==> src/rtl/noc_pkg.sv <==
// Shared NoC definitions: flit-type encodings, output-port codes and default widths.
package noc_pkg;
    localparam int FLIT_W_DEF  = 35;
    localparam int ENTRY_W_DEF = 32;
    localparam int PORT_W_DEF  = 3;
    localparam int VCH_W_DEF   = 1;
    localparam int DEPTH_DEF   = 4;

    typedef enum logic [1:0] {
        FT_BODY     = 2'b00,
        FT_HEAD     = 2'b01,
        FT_TAIL     = 2'b10,
        FT_HEADTAIL = 2'b11
    } flit_type_e;

    typedef enum logic [2:0] {
        PORT_N     = 3'd0,
        PORT_E     = 3'd1,
        PORT_S     = 3'd2,
        PORT_W     = 3'd3,
        PORT_LOCAL = 3'd4
    } port_e;

    // Bit 0 of the type marks a packet start, bit 1 a packet end.
    function automatic logic is_head(input logic [1:0] t);
        return t[0];
    endfunction

    function automatic logic is_tail(input logic [1:0] t);
        return t[1];
    endfunction
endpackage

==> src/rtl/flit_fifo.sv <==
// Circular flit buffer with extra-bit wrapping pointers; the front entry is readable combinationally.
module flit_fifo #(
    parameter int W     = 35,
    parameter int DEPTH = 4,
    localparam int AW   = $clog2(DEPTH)
) (
    input  logic          clk,
    input  logic          rst,
    input  logic          push,
    input  logic          pop,
    input  logic [W-1:0]  din,
    output logic [W-1:0]  front,
    output logic          full,
    output logic          empty,
    output logic [AW:0]   count
);
    logic [W-1:0] mem [DEPTH];
    logic [AW:0]  wr_ptr_reg;
    logic [AW:0]  rd_ptr_reg;
    logic         wr_en;
    logic         rd_en;

    assign count = wr_ptr_reg - rd_ptr_reg;
    assign full  = (count == (AW+1)'(DEPTH));
    assign empty = (wr_ptr_reg == rd_ptr_reg);
    assign front = mem[rd_ptr_reg[AW-1:0]];

    // A push into a full buffer is still taken when the front leaves on the same edge.
    assign wr_en = push && (!full || pop);
    assign rd_en = pop && !empty;

    always_ff @(posedge clk) begin
        if (wr_en) begin
            mem[wr_ptr_reg[AW-1:0]] <= din;
        end
    end

    always_ff @(posedge clk or posedge rst) begin
        if (rst) begin
            wr_ptr_reg <= '0;
            rd_ptr_reg <= '0;
        end else begin
            if (wr_en) begin
                wr_ptr_reg <= wr_ptr_reg + (AW+1)'(1);
            end
            if (rd_en) begin
                rd_ptr_reg <= rd_ptr_reg + (AW+1)'(1);
            end
        end
    end
endmodule

==> src/rtl/input_vc_buffer.sv <==
// Input VC buffer: buffers upstream flits, routes each head, then streams the packet under switch grants.
module input_vc_buffer
    import noc_pkg::*;
#(
    parameter int FLIT_W  = FLIT_W_DEF,
    parameter int DEPTH   = DEPTH_DEF,
    parameter int ENTRY_W = ENTRY_W_DEF,
    parameter int PORT_W  = PORT_W_DEF,
    parameter int VCH_W   = VCH_W_DEF,
    localparam int CNT_W  = $clog2(DEPTH) + 1
) (
    input  logic               clk,
    input  logic               rst,
    input  logic               in_valid,
    input  logic [FLIT_W-1:0]  in_flit,
    input  logic [VCH_W-1:0]   in_vch,
    output logic               credit_out,
    output logic [ENTRY_W-1:0] rc_addr,
    output logic [ENTRY_W-1:0] rc_ivch,
    output logic               rc_en,
    input  logic [PORT_W-1:0]  rc_port,
    input  logic [VCH_W-1:0]   rc_ovch,
    output logic               sw_req,
    output logic [PORT_W-1:0]  sw_port,
    output logic [VCH_W-1:0]   sw_ovch,
    input  logic               sw_grant,
    output logic               out_valid,
    output logic [FLIT_W-1:0]  out_flit,
    output logic [CNT_W-1:0]   count,
    output logic               err
);
    typedef enum logic [1:0] {S_IDLE, S_RC, S_REQ, S_ACTIVE} state_e;

    state_e             state_reg;
    logic [PORT_W-1:0]  sw_port_reg;
    logic [VCH_W-1:0]   sw_ovch_reg;
    logic [VCH_W-1:0]   vch_reg;
    logic               err_reg;

    logic [FLIT_W-1:0]  front;
    logic               full;
    logic               empty;
    logic [1:0]         front_type;
    logic [1:0]         in_type;
    logic               discard_pop;
    logic               grant_pop;
    logic               pop;
    logic               push_drop;
    logic               push_ok;

    flit_fifo #(.W(FLIT_W), .DEPTH(DEPTH)) u_fifo (
        .clk   (clk),
        .rst   (rst),
        .push  (in_valid),
        .pop   (pop),
        .din   (in_flit),
        .front (front),
        .full  (full),
        .empty (empty),
        .count (count)
    );

    assign front_type = front[FLIT_W-1 -: 2];
    assign in_type    = in_flit[FLIT_W-1 -: 2];

    // Orphan body/tail flits at the front while idle are flushed without a switch request.
    assign discard_pop = (state_reg == S_IDLE) && !empty && !is_head(front_type);
    assign grant_pop   = ((state_reg == S_REQ) || (state_reg == S_ACTIVE)) && sw_grant && !empty;
    assign pop         = discard_pop || grant_pop;
    assign push_drop   = in_valid && full && !pop;
    assign push_ok     = in_valid && !push_drop;

    assign credit_out = pop;
    assign out_valid  = grant_pop;
    assign out_flit   = front;
    assign rc_addr    = front[ENTRY_W-1:0];
    assign rc_ivch    = {{(ENTRY_W-VCH_W){1'b0}}, vch_reg};
    assign rc_en      = (state_reg == S_RC);
    assign sw_req     = (state_reg == S_REQ) || ((state_reg == S_ACTIVE) && !empty);
    assign sw_port    = sw_port_reg;
    assign sw_ovch    = sw_ovch_reg;
    assign err        = err_reg;

    always_ff @(posedge clk or posedge rst) begin
        if (rst) begin
            state_reg   <= S_IDLE;
            sw_port_reg <= '0;
            sw_ovch_reg <= '0;
            vch_reg     <= '0;
            err_reg     <= 1'b0;
        end else begin
            if (push_ok && is_head(in_type)) begin
                vch_reg <= in_vch;
            end
            if (push_drop || discard_pop) begin
                err_reg <= 1'b1;
            end
            case (state_reg)
                // An empty buffer looks at the arriving flit so a fresh head is routed the next cycle.
                S_IDLE: begin
                    if (!empty ? is_head(front_type) : (in_valid && is_head(in_type))) begin
                        state_reg <= S_RC;
                    end
                end
                S_RC: begin
                    sw_port_reg <= rc_port;
                    sw_ovch_reg <= rc_ovch;
                    state_reg   <= S_REQ;
                end
                S_REQ: begin
                    if (grant_pop) begin
                        state_reg <= is_tail(front_type) ? S_IDLE : S_ACTIVE;
                    end
                end
                S_ACTIVE: begin
                    if (grant_pop && is_tail(front_type)) begin
                        state_reg <= S_IDLE;
                    end
                end
                default: state_reg <= S_IDLE;
            endcase
        end
    end
endmodule

==> config.mk <==
export PLATFORM = sky130hd
export DESIGN_NAME = input_vc_buffer
export DESIGN_NICKNAME = d
export VERILOG_FILES = /design/src/rtl/noc_pkg.sv /design/src/rtl/flit_fifo.sv /design/src/rtl/input_vc_buffer.sv
export SDC_FILE = /design/constraint.sdc
export NUM_CORES = 1
export LEC_CHECK = 0
export CAP_MARGIN = 15
export CORE_MARGIN = 1.5
export CORE_UTILIZATION = 60
export CTS_CLUSTER_SIZE = 12
export DETAILED_ROUTE_END_ITERATION = 6
export DONT_BUFFER_PORTS = 1
export GPL_TIMING_DRIVEN = 1
export PLACE_DENSITY = 0.76
export SLEW_MARGIN = 25
export SYNTH_ARGS = -nofsm -noshare
export SYNTH_HDL_FRONTEND = slang
export SYNTH_HIERARCHICAL = 1
export SYNTH_SLANG_ARGS = --single-unit
==> constraint.sdc <==
create_clock -name clk -period 12.85 [get_ports clk]
set_clock_uncertainty 0.05 [all_clocks]
set_input_delay 1.285 -clock clk [delete_from_list [all_inputs] [get_ports clk]]
set_output_delay 1.285 -clock clk [all_outputs]
set_load 0.01 [all_outputs]
-- Yosys cells after proc, flatten, opt, wreduce, memory -nomap -nowiden
Memories as Yosys holds them, arrays and structs flattened.
Index checks and enable logic that the tools add are counted.
- $add $sub $neg: 3
- equal/unequal tests: 8
- mux-type cells: 8
- reductions and logical operators: 25
- operators with widths (kind ; number):
    1-bit logical AND ; 13
    2-bit two-way mux ; 4
    2-bit case mux with 4 select lines ; 1
    3-bit by 1-bit adder with 3-bit output (second input constant) ; 2
    1-bit logical NOT ; 5
    1-bit logical OR ; 5
    2-bit equality test (second input constant) ; 2
    2-bit by 1-bit inequality test with 1-bit output (second input constant) ; 2
    3-bit equality test ; 1
    3-bit equality test (second input constant) ; 1
    1-bit two-way mux ; 3
    3-bit AND reduction ; 1
    3-bit subtractor ; 1
    2-bit by 1-bit equality test with 1-bit output (second input constant) ; 1
    2-bit logical NOT ; 1
    2-bit inequality test (second input constant) ; 1
- register bits after elaboration: 14
- RAM bits: 140
- bits of input ports: 44
- output and inout bits: 111
- memories kept: 1
- memories (memory ; words ; width ; read ports ; clocked after memory_dff ; wr ports ; RTL line ; source):
    u_fifo.mem ; 4 ; 35 ; 1 ; 0 ; 1 ; flit_fifo.sv:17 ; logic [W-1:0] mem [DEPTH];

-- Logic depth before layout (Yosys ltp)
Gate-level depths: netlist (run 1).
- depth after elaboration: 10
- gate-level depth with buffers: 10
- gate-level depth less buffers: 8

-- Hierarchy
The synthesis (run 1) kept the hierarchy.
- modules (own cells, without submodules) (module ; instances ; cells each ; area an instance (µm²) ; sequential area each (µm²)):
    flit_fifo ; 1 ; 231 ; 5520.3 ; 4354.2
    input_vc_buffer ; 1 ; 101 ; 877.1 ; 200.2

-- Least setup slack after synthesis (run 1)
No wires, ideal clock.
- path type: register -> register
- start: register u_fifo.rd_ptr_reg[0]
- end: memory u_fifo.mem[3][0] (enable)
- library setup time: 0.431 ns
- data arrival time: 3.827 ns
- setup slack: 8.542 ns
- stages on the path, launching flop included: 8
- path buffers: 1
- cell sequence: dfrtp_1 buf_2 mux4_2 or3_1 a21oi_1 nand3b_1 or2_1 nor2b_1
- elaborated cells between the ends (all ways): 15
- classes of those cells: 1 x add/sub; 2 x eq/ne; 2 x mux; 9 x reduce/logical; 1 x memory
- RTL lines (element ; RTL line ; source):
    start, declared ; flit_fifo.sv:19 ; logic [AW:0] rd_ptr_reg;
    start signal, assigned ; flit_fifo.sv:47 ; rd_ptr_reg <= rd_ptr_reg + (AW+1)'(1);
    memory read 4 x 35 bit ; - ;
    via out_flit[33] ; input_vc_buffer.sv:28 ; output logic [FLIT_W-1:0] out_flit,
    1-bit logical NOT ; input_vc_buffer.sv:67 ; assign discard_pop = (state_reg == S_IDLE) && !empty && !is_head(front_type);
    1-bit logical AND ; input_vc_buffer.sv:67 ;
    1-bit logical OR ; input_vc_buffer.sv:69 ; assign pop = discard_pop || grant_pop;
    via credit_out ; input_vc_buffer.sv:17 ; output logic credit_out,
    1-bit logical OR ; flit_fifo.sv:29 ; assign wr_en = push && (!full || pop);
    1-bit logical AND ; flit_fifo.sv:29 ;
    1-bit two-way mux ; flit_fifo.sv:33 ; if (wr_en) begin
    1-bit two-way mux (not written as such) ; flit_fifo.sv:34 ; mem[wr_ptr_reg[AW-1:0]] <= din;
    end, declared ; flit_fifo.sv:17 ;
The timed path passes the listed nets, and every way through them passes these cells.

-- Worst setup path after layout (run 1)
- start: register u_fifo.rd_ptr_reg[1]
- end: output credit_out
- elaborated cells between the ends (all ways): 8
- classes of those cells: 1 x eq/ne; 6 x reduce/logical; 1 x memory
- RTL lines (element ; RTL line):
    memory read 4 x 35 bit ; -
    via out_flit[33] ; input_vc_buffer.sv:28
    1-bit logical NOT ; input_vc_buffer.sv:67
    1-bit logical AND ; input_vc_buffer.sv:67
    1-bit logical OR ; input_vc_buffer.sv:69
    end, declared ; input_vc_buffer.sv:17
The timed path passes the listed nets, and every way through them passes these cells.

==> results of run 1 <==
routing by layer:
| layer | global-route usage, % | routed length (um) | vias up | part of all wire [%] |
|---|---|---|---|---|
| li1 | - | - | 1142 | - |
| met5 | 0 | 0 | - | 0 |
| met2 | 30.83 | 5117 | 124 | 52 |
| met1 | 23.03 | 3687 | 1365 | 37 |
| met3 | 9.074 | 962 | 10 | 9.7 |
| met4 | 7.915 | 108 | 0 | 1.1 |
cells by family (layout without fill, tap and decap cells):
| logic type | count (synthesis) | in the layout | share of synthesized area, % |
|---|---|---|---|
| AO/OA/AOI/OAI | 13 | 13 | 1.428 |
| XOR/XNOR | 5 | 5 | 0.8997 |
| adder cells (fa/ha/maj) | 8 | 8 | 1.682 |
| buffers and inverters | 82 | 41 | 8.801 |
| flip-flops | 154 | 154 | 71.19 |
| multiplexers | 42 | 42 | 13.61 |
| other | 1 | 31 | 0.05862 |
| AND/OR/NAND/NOR | 27 | 27 | 2.328 |
power by group:
group,total [mW],switching [mW],internal (mW),leakage [nW]
registers,0.759,0.0702,0.689,1.44
clock network,0.457,0.182,0.275,0.261
logic,0.535,0.331,0.204,0.601
through the flow:
stage / util, % / cells
after global routing: 65.34 / 457
after global placement: 59.75 / 425
after detailed placement: 60.02 / 426
final: 65.34 / 457
after floorplan: - / 362
after CTS: 65.34 / 457
path summary, 6_finish.rpt:
kind | end | cells after the start | slack, ns
min in group asynchronous | u_fifo/wr_ptr_reg[1] | 1 | 0.53
min reg2reg | u_fifo/wr_ptr_reg[0] | 1 | 0.49
max reg2reg | u_fifo/mem[2][25] | 6 | 8.80
max | credit_out | 3 | 8.68
min | u_fifo/wr_ptr_reg[0] | 1 | 0.49
max in group asynchronous | vch_reg | 1 | 11.96
cell usage in the layout, fill, tap and decap left out, types with 3 or more instances in the layout:
cell type   instances
dfrtp_1            12
conb_1             31
mux4_2             35
nor2_1              4
and3_2              3
a21oi_1             3
inv_1               8
nand2_1             7
clkbuf_1            3
clkinvlp_4          3
edfxtp_1          140
ha_1                7
mux2_2              6
clkbuf_16          16
clkinv_2            3
final cells by class:
type | instances | share of cell area [%]
Sequential cell | 154 | 67.56
Inverter | 8 | 0.4452
Clock buffer | 20 | 6.307
Tap cell | 136 | 2.523
Clock inverter | 11 | 1.836
Timing Repair Buffer | 2 | 0.5194
Multi-Input combinational cell | 126 | 20.81
==> out/qor.yml, run 1 <==
outcome:
  status: "completed"
clocking:
  cts_hold_buf: 0
  cts_num_sinks: 154
  root_buffer: "clkbuf_8"
  post-cts-setup-buffers: 0
  cts_buffers: 17
  path_clk_slew_ns: 0.06
  h-tree-depth: 4
  cts_tree: "yes"
  cts_max_path_buffers: 2
  clk_latency_ns: 0.51
  ctsResizeCount: 0
synth:
  ys_seq_area_share_pct: 71.19
  synthFlopType: "edfxtp_1"
  synth.avg_cell_area_um2: 19.27
  synth_cell_types: 38
  ys_ff_latch: 154
  yosysTopAreaCellShare_pct: 65.71
  synth-edff-count: 140
  yosysTopAreaCell: "edfxtp_1"
  yosysWarningCount: 6
  synth.most_common_cell: "edfxtp_1"
  syn_inst: 332
  synthArstFlopShare_pct: 9.091
  synthesis.area_um2: 6397
  synth_common_cells: "140 x edfxtp_1, 67 x buf_4, 35 x mux4_2, 14 x dfrtp_1, 8 x inv_1"
  synthTopCellsByArea: "edfxtp_1 66%, mux4_2 12%, buf_4 7.9%"
route:
  drt_iter0_drc: 185
  num_vias: 2641
  drtPass1Iterations: 4
  wl_mm: 9.876
  wl_per_cell_um: 21.61
  ant_nets: 0
  drc: 0
  routed_via_density: 5.779
timing:
  fin_ws_ns: 8.683
  fin_tns_setup_ns: 0
  rsz0062_at_grt: "no"
  finalHoldViolations: 0
  setup_violations: 0
  fmax_mhz: 240.0
  relSlewSlack_pct: 36.46
  whs_ns: 0.4941
  slew_violations: 0
  post-route-period-util_pct: 32.43
  worst_slew_pin_slew_ns: 0.9532
  min_period_ns: 4.167
worst_hold_path:
  min_from: "u_fifo/wr_ptr_reg[0]"
  hold_path.class: "flop to flop"
worst_setup_path:
  r2r-start: "u_fifo/rd_ptr_reg[1]"
  worst_setup_path_end_kind: "output pin"
  path_max_fanout: 39
  crit_family: "flip-flops"
  path_cells: "mux4_2 > or3_1 > a21oi_1"
  critPathLaunch: "u_fifo/rd_ptr_reg[1]"
  worst_ep_arrival_time_ns: 2.83
  slowest_delay_ns: 0.97
  critPathBufInv: 0
  start_kind: "flop"
  path_class: "flop to output pin"
  cp_slowest_cell: "dfrtp_2"
  required_ns: 11.52
floorplanning:
  start_util_pct: 61.97
  num_io_pins: 155
  die_w_um: 106.3
  die_area_um2: 11290
  placementRows: 37
  core-area_um2: 10320
  die_h_um: 106.3
final_layout:
  syn_to_final_growth_pct: 5.437
  finalInstanceArea_um2: 6745
  regArea_um2: 4557
  antenna_cells: 0
  fillers: 672
  drive_above_1_share_pct: 25.23
  final_nets: 361
  multiInputGateArea_um2: 1404
  largest_reg_flops: 140
global_route:
  grt_pass1_wl_mm: 15.41
  grt_pass1_vias: 2773
  globalRouteTotalUtil_pct: 19.42
  grt_max_degree: 40
  grt_overflow_total: 0
  antenna_found_initial: 0
power:
  total_power_mw: 1.750
  ir_drop_mv: 0.1161
  p_per_area_nw_per_um2: 259.5
  power_leakage_nw: 2.306
placed_design:
  placed_cell_area_um2: 6196
  place_congestion: 0.7626
  dp_hpwl_mm: 6.010
  io_buffer_count: 0
  place_ws_ns: 8.851
flow_run:
  max_cap_violations: 0
No activity file was read; power rests on OpenSTA's default activity.
==> run 2, diff against run 1 <==
--- a/config.mk
+++ b/config.mk
@@ -7,12 +7,12 @@
 export LEC_CHECK = 0
 export CAP_MARGIN = 15
 export CORE_MARGIN = 1.5
-export CORE_UTILIZATION = 60
+export CORE_UTILIZATION = 57
 export CTS_CLUSTER_SIZE = 12
 export DETAILED_ROUTE_END_ITERATION = 6
 export DONT_BUFFER_PORTS = 1
 export GPL_TIMING_DRIVEN = 1
-export PLACE_DENSITY = 0.76
+export PLACE_DENSITY = 0.75
 export SLEW_MARGIN = 25
 export SYNTH_ARGS = -nofsm -noshare
 export SYNTH_HDL_FRONTEND = slang
==> constraint.sdc (replaced) <==
create_clock -name clk -period 3.7 [get_ports clk]
set_clock_uncertainty 0.05 [all_clocks]
set_input_delay 0.37 -clock clk [delete_from_list [all_inputs] [get_ports clk]]
set_output_delay 0.37 -clock clk [all_outputs]
set_load 0.01 [all_outputs]
==> run 2 against run 1 <==
  * Die area is 5.1% higher
  * Cell area is 8.7% higher
  * Routed wire length is 11% higher
  * Combinational power grew to 3.9 times the previous value
  * Sequential power grew to 3.4 times the previous value
  * Global-route usage is 0.69 points higher
  * Flip-flop and latch count stayed put
  * Critical path depth is 4 higher
  * Worst setup slack worse by 8.1 ns
  * Final cell count is 12% higher
  * Via count is 9.2% higher
  * Power grew to 3.7 times the previous value
  * Critical path type is now flop to flop
  * Critical endpoint is now u_fifo/mem[1][18]
  * Highest routed layer unchanged
==> out/qor.yml, run 2 (same netlist as run 1, synthesis figures left out) <==
worst_setup_path:
  required_ns: 3.87  # -7.65 ns
  slowest_delay_ns: 0.58  # -0.39 ns
  path_max_fanout: 21  # -46%
  cp_slowest_cell: "mux4_2"
  path_cells: "mux4_2 > or3_1 > a21oi_1 > nand3b_1 > or2_1 > and3_2 > buf_12"
  path_class: "flop to flop"
  start_kind: "flop"
  worst_ep_arrival_time_ns: 3.25  # +0.42 ns
  worst_setup_path_end_kind: "flop"
floorplanning:
  die_area_um2: 11870  # +5.1%
  start_util_pct: 58.76  # -3.2 points
  die_h_um: 108.9  # +2.5%
  core-area_um2: 10890  # +5.5%
  placementRows: 38  # +2.7%
  die_w_um: 108.9  # +2.5%
  num_io_pins: 155  # unchanged
clocking:
  cts_hold_buf: 42  # +42
  path_clk_slew_ns: 0.07  # about the same
  cts_tree: "yes"
  ctsResizeCount: 0  # unchanged
  root_buffer: "clkbuf_8"
  post-cts-setup-buffers: 0  # unchanged
  cts_max_path_buffers: 2  # unchanged
  clk_latency_ns: 0.52  # about the same
  cts_buffers: 17  # unchanged
  h-tree-depth: 4  # unchanged
  cts_num_sinks: 154  # unchanged
power:
  combinationalPowerShare_pct: 31.9  # +1.3 points
  seqPwrFrac_pct: 39.6  # -3.7 points
  p_int_mw: 4.344  # +270%
  p_per_area_nw_per_um2: 882.7  # +240%
  power_leakage_nw: 2.573  # +12%
  switching_power_mw: 2.128  # +260%
  p_clk_share_pct: 28.5  # +2.4 points
  ir_drop_mv: 0.5260  # +350%
  p_sw_share_pct: 32.89  # -0.44 points
route:
  num_vias: 2885  # +9.2%
  drc: 0  # unchanged
  drtPass1Iterations: 4  # unchanged
  ant_nets: 0  # unchanged
  routed_via_density: 5.635  # -2.5%
  wl_per_cell_um: 21.37  # -1.1%
  wl_mm: 10.94  # +11%
  drt_iter0_drc: 159  # -14%
global_route:
  globalRouteTotalUtil_pct: 20.11  # +0.69 points
  grt_pass1_wl_mm: 16.88  # +9.6%
  grt_overflow_total: 0  # unchanged
  grt_max_degree: 37  # -7.5%
  grt_pass1_vias: 3043  # +9.7%
  antenna_found_initial: 0  # unchanged
final_layout:
  syn_to_final_growth_pct: 14.61
  mostFrequentLayoutCells: "140 x edfxtp_1, 43 x dlygate4sd3_1, 35 x mux4_2"
  fillers: 676  # +0.60%
  largest_reg_flops: 140  # unchanged
  final_nets: 412  # +14%
  layout_commonest_cell: "edfxtp_1"
  antenna_cells: 0  # unchanged
  drive_above_1_share_pct: 24.46  # -0.77 points
outcome:
  status: "completed"
worst_hold_path:
  hold_path.class: "input port to flop"
timing:
  finalHoldViolations: 0  # unchanged
  worst_slew_pin_slew_ns: 0.7078  # -0.2454 ns
  fmax_mhz: 324.8
  setup_violations: 0  # unchanged
  rsz0062_at_grt: "no"
  whs_ns: 0.04012  # -0.4540 ns
  fin_tns_setup_ns: 0  # unchanged
  relSlewSlack_pct: 52.81  # +16 points
  post-route-period-util_pct: 83.21
  min_period_ns: 3.079
  slew_violations: 0  # unchanged
flow_run:
  max_cap_violations: 0  # unchanged
placed_design:
  dp_hpwl_mm: 6.637  # +10%
  io_buffer_count: 0  # unchanged
  place_congestion: 0.7491  # -1.8%
run 2: critical path: cells and delay by family, from the launching register on:
family / cells / cell delay (ns)
flops: 1 / 0.39
buf+inv: 1 / 0.23
compound gates: 1 / 0.20
mux: 1 / 0.58
simple gates: 4 / 1.32
run 2: area by class of cell:
cell class                 count  area [um2]  share of cell area (%)
clock buffer                  18       417.9                   5.700
clock inverter                13       217.7                   2.969
inverter                       8       30.03                  0.4096
multi-input combinational    126        1404                   19.15
sequential                   154        4557                   62.15
tap                          140       175.2                   2.389
timing repair buffer          53       530.5                   7.235
run 2: layer usage:
| layer | GRT usage, % | vias up | wire (um) |
|---|---|---|---|
| met5 | 0 | - | 0 |
| met4 | 10.15 | 0 | 221 |
| met3 | 6.396 | 18 | 868 |
| met2 | 32.28 | 145 | 5509 |
| met1 | 24.67 | 1472 | 4343 |
| li1 | - | 1250 | - |
run 2: power by group through the flow:
| stage | clock [mW] | sequential (mW) | combinational (mW) |
|---|---|---|---|
| 2_1_floorplan | 0 | 2.53 | 1.98 |
| 3_3_place_gp | 0 | 2.58 | 2.01 |
| 3_5_place_dp | 0 | 2.60 | 2.03 |
| 6_report | 1.85 | 2.57 | 2.06 |
| 5_1_grt | 1.94 | 2.61 | 2.24 |
| 4_1_cts | 1.87 | 2.57 | 2.10 |
run 2: final timing paths:
check                                     start              endpoint  slack, ns  cells past startpoint
setup / recovery           u_fifo/rd_ptr_reg[0]     u_fifo/mem[1][18]       0.62                      7
hold / removal                         sw_grant          state_reg[0]       0.04                      3
setup reg to reg           u_fifo/rd_ptr_reg[0]     u_fifo/mem[1][18]       0.62                      7
hold reg to reg                    state_reg[0]          state_reg[0]       0.50                      1
max in group asynchronous                   rst          state_reg[0]       3.13                      2
min in group asynchronous                   rst  u_fifo/wr_ptr_reg[2]       0.21                      2
run 2: metrics by stage:
step	instance area, um2	std cells	worst slack [ns]	util [%]	total power [mW]
floorplan	6513	362	0.05539	-	4.510
global route	7332	512	0.4825	67.34	6.792
finish	7332	512	0.6213	67.34	6.472
CTS	7322	511	0.6021	67.25	6.547
detailed placement	6266	438	0.6900	57.55	4.633
global placement	6266	438	0.7454	57.55	4.586
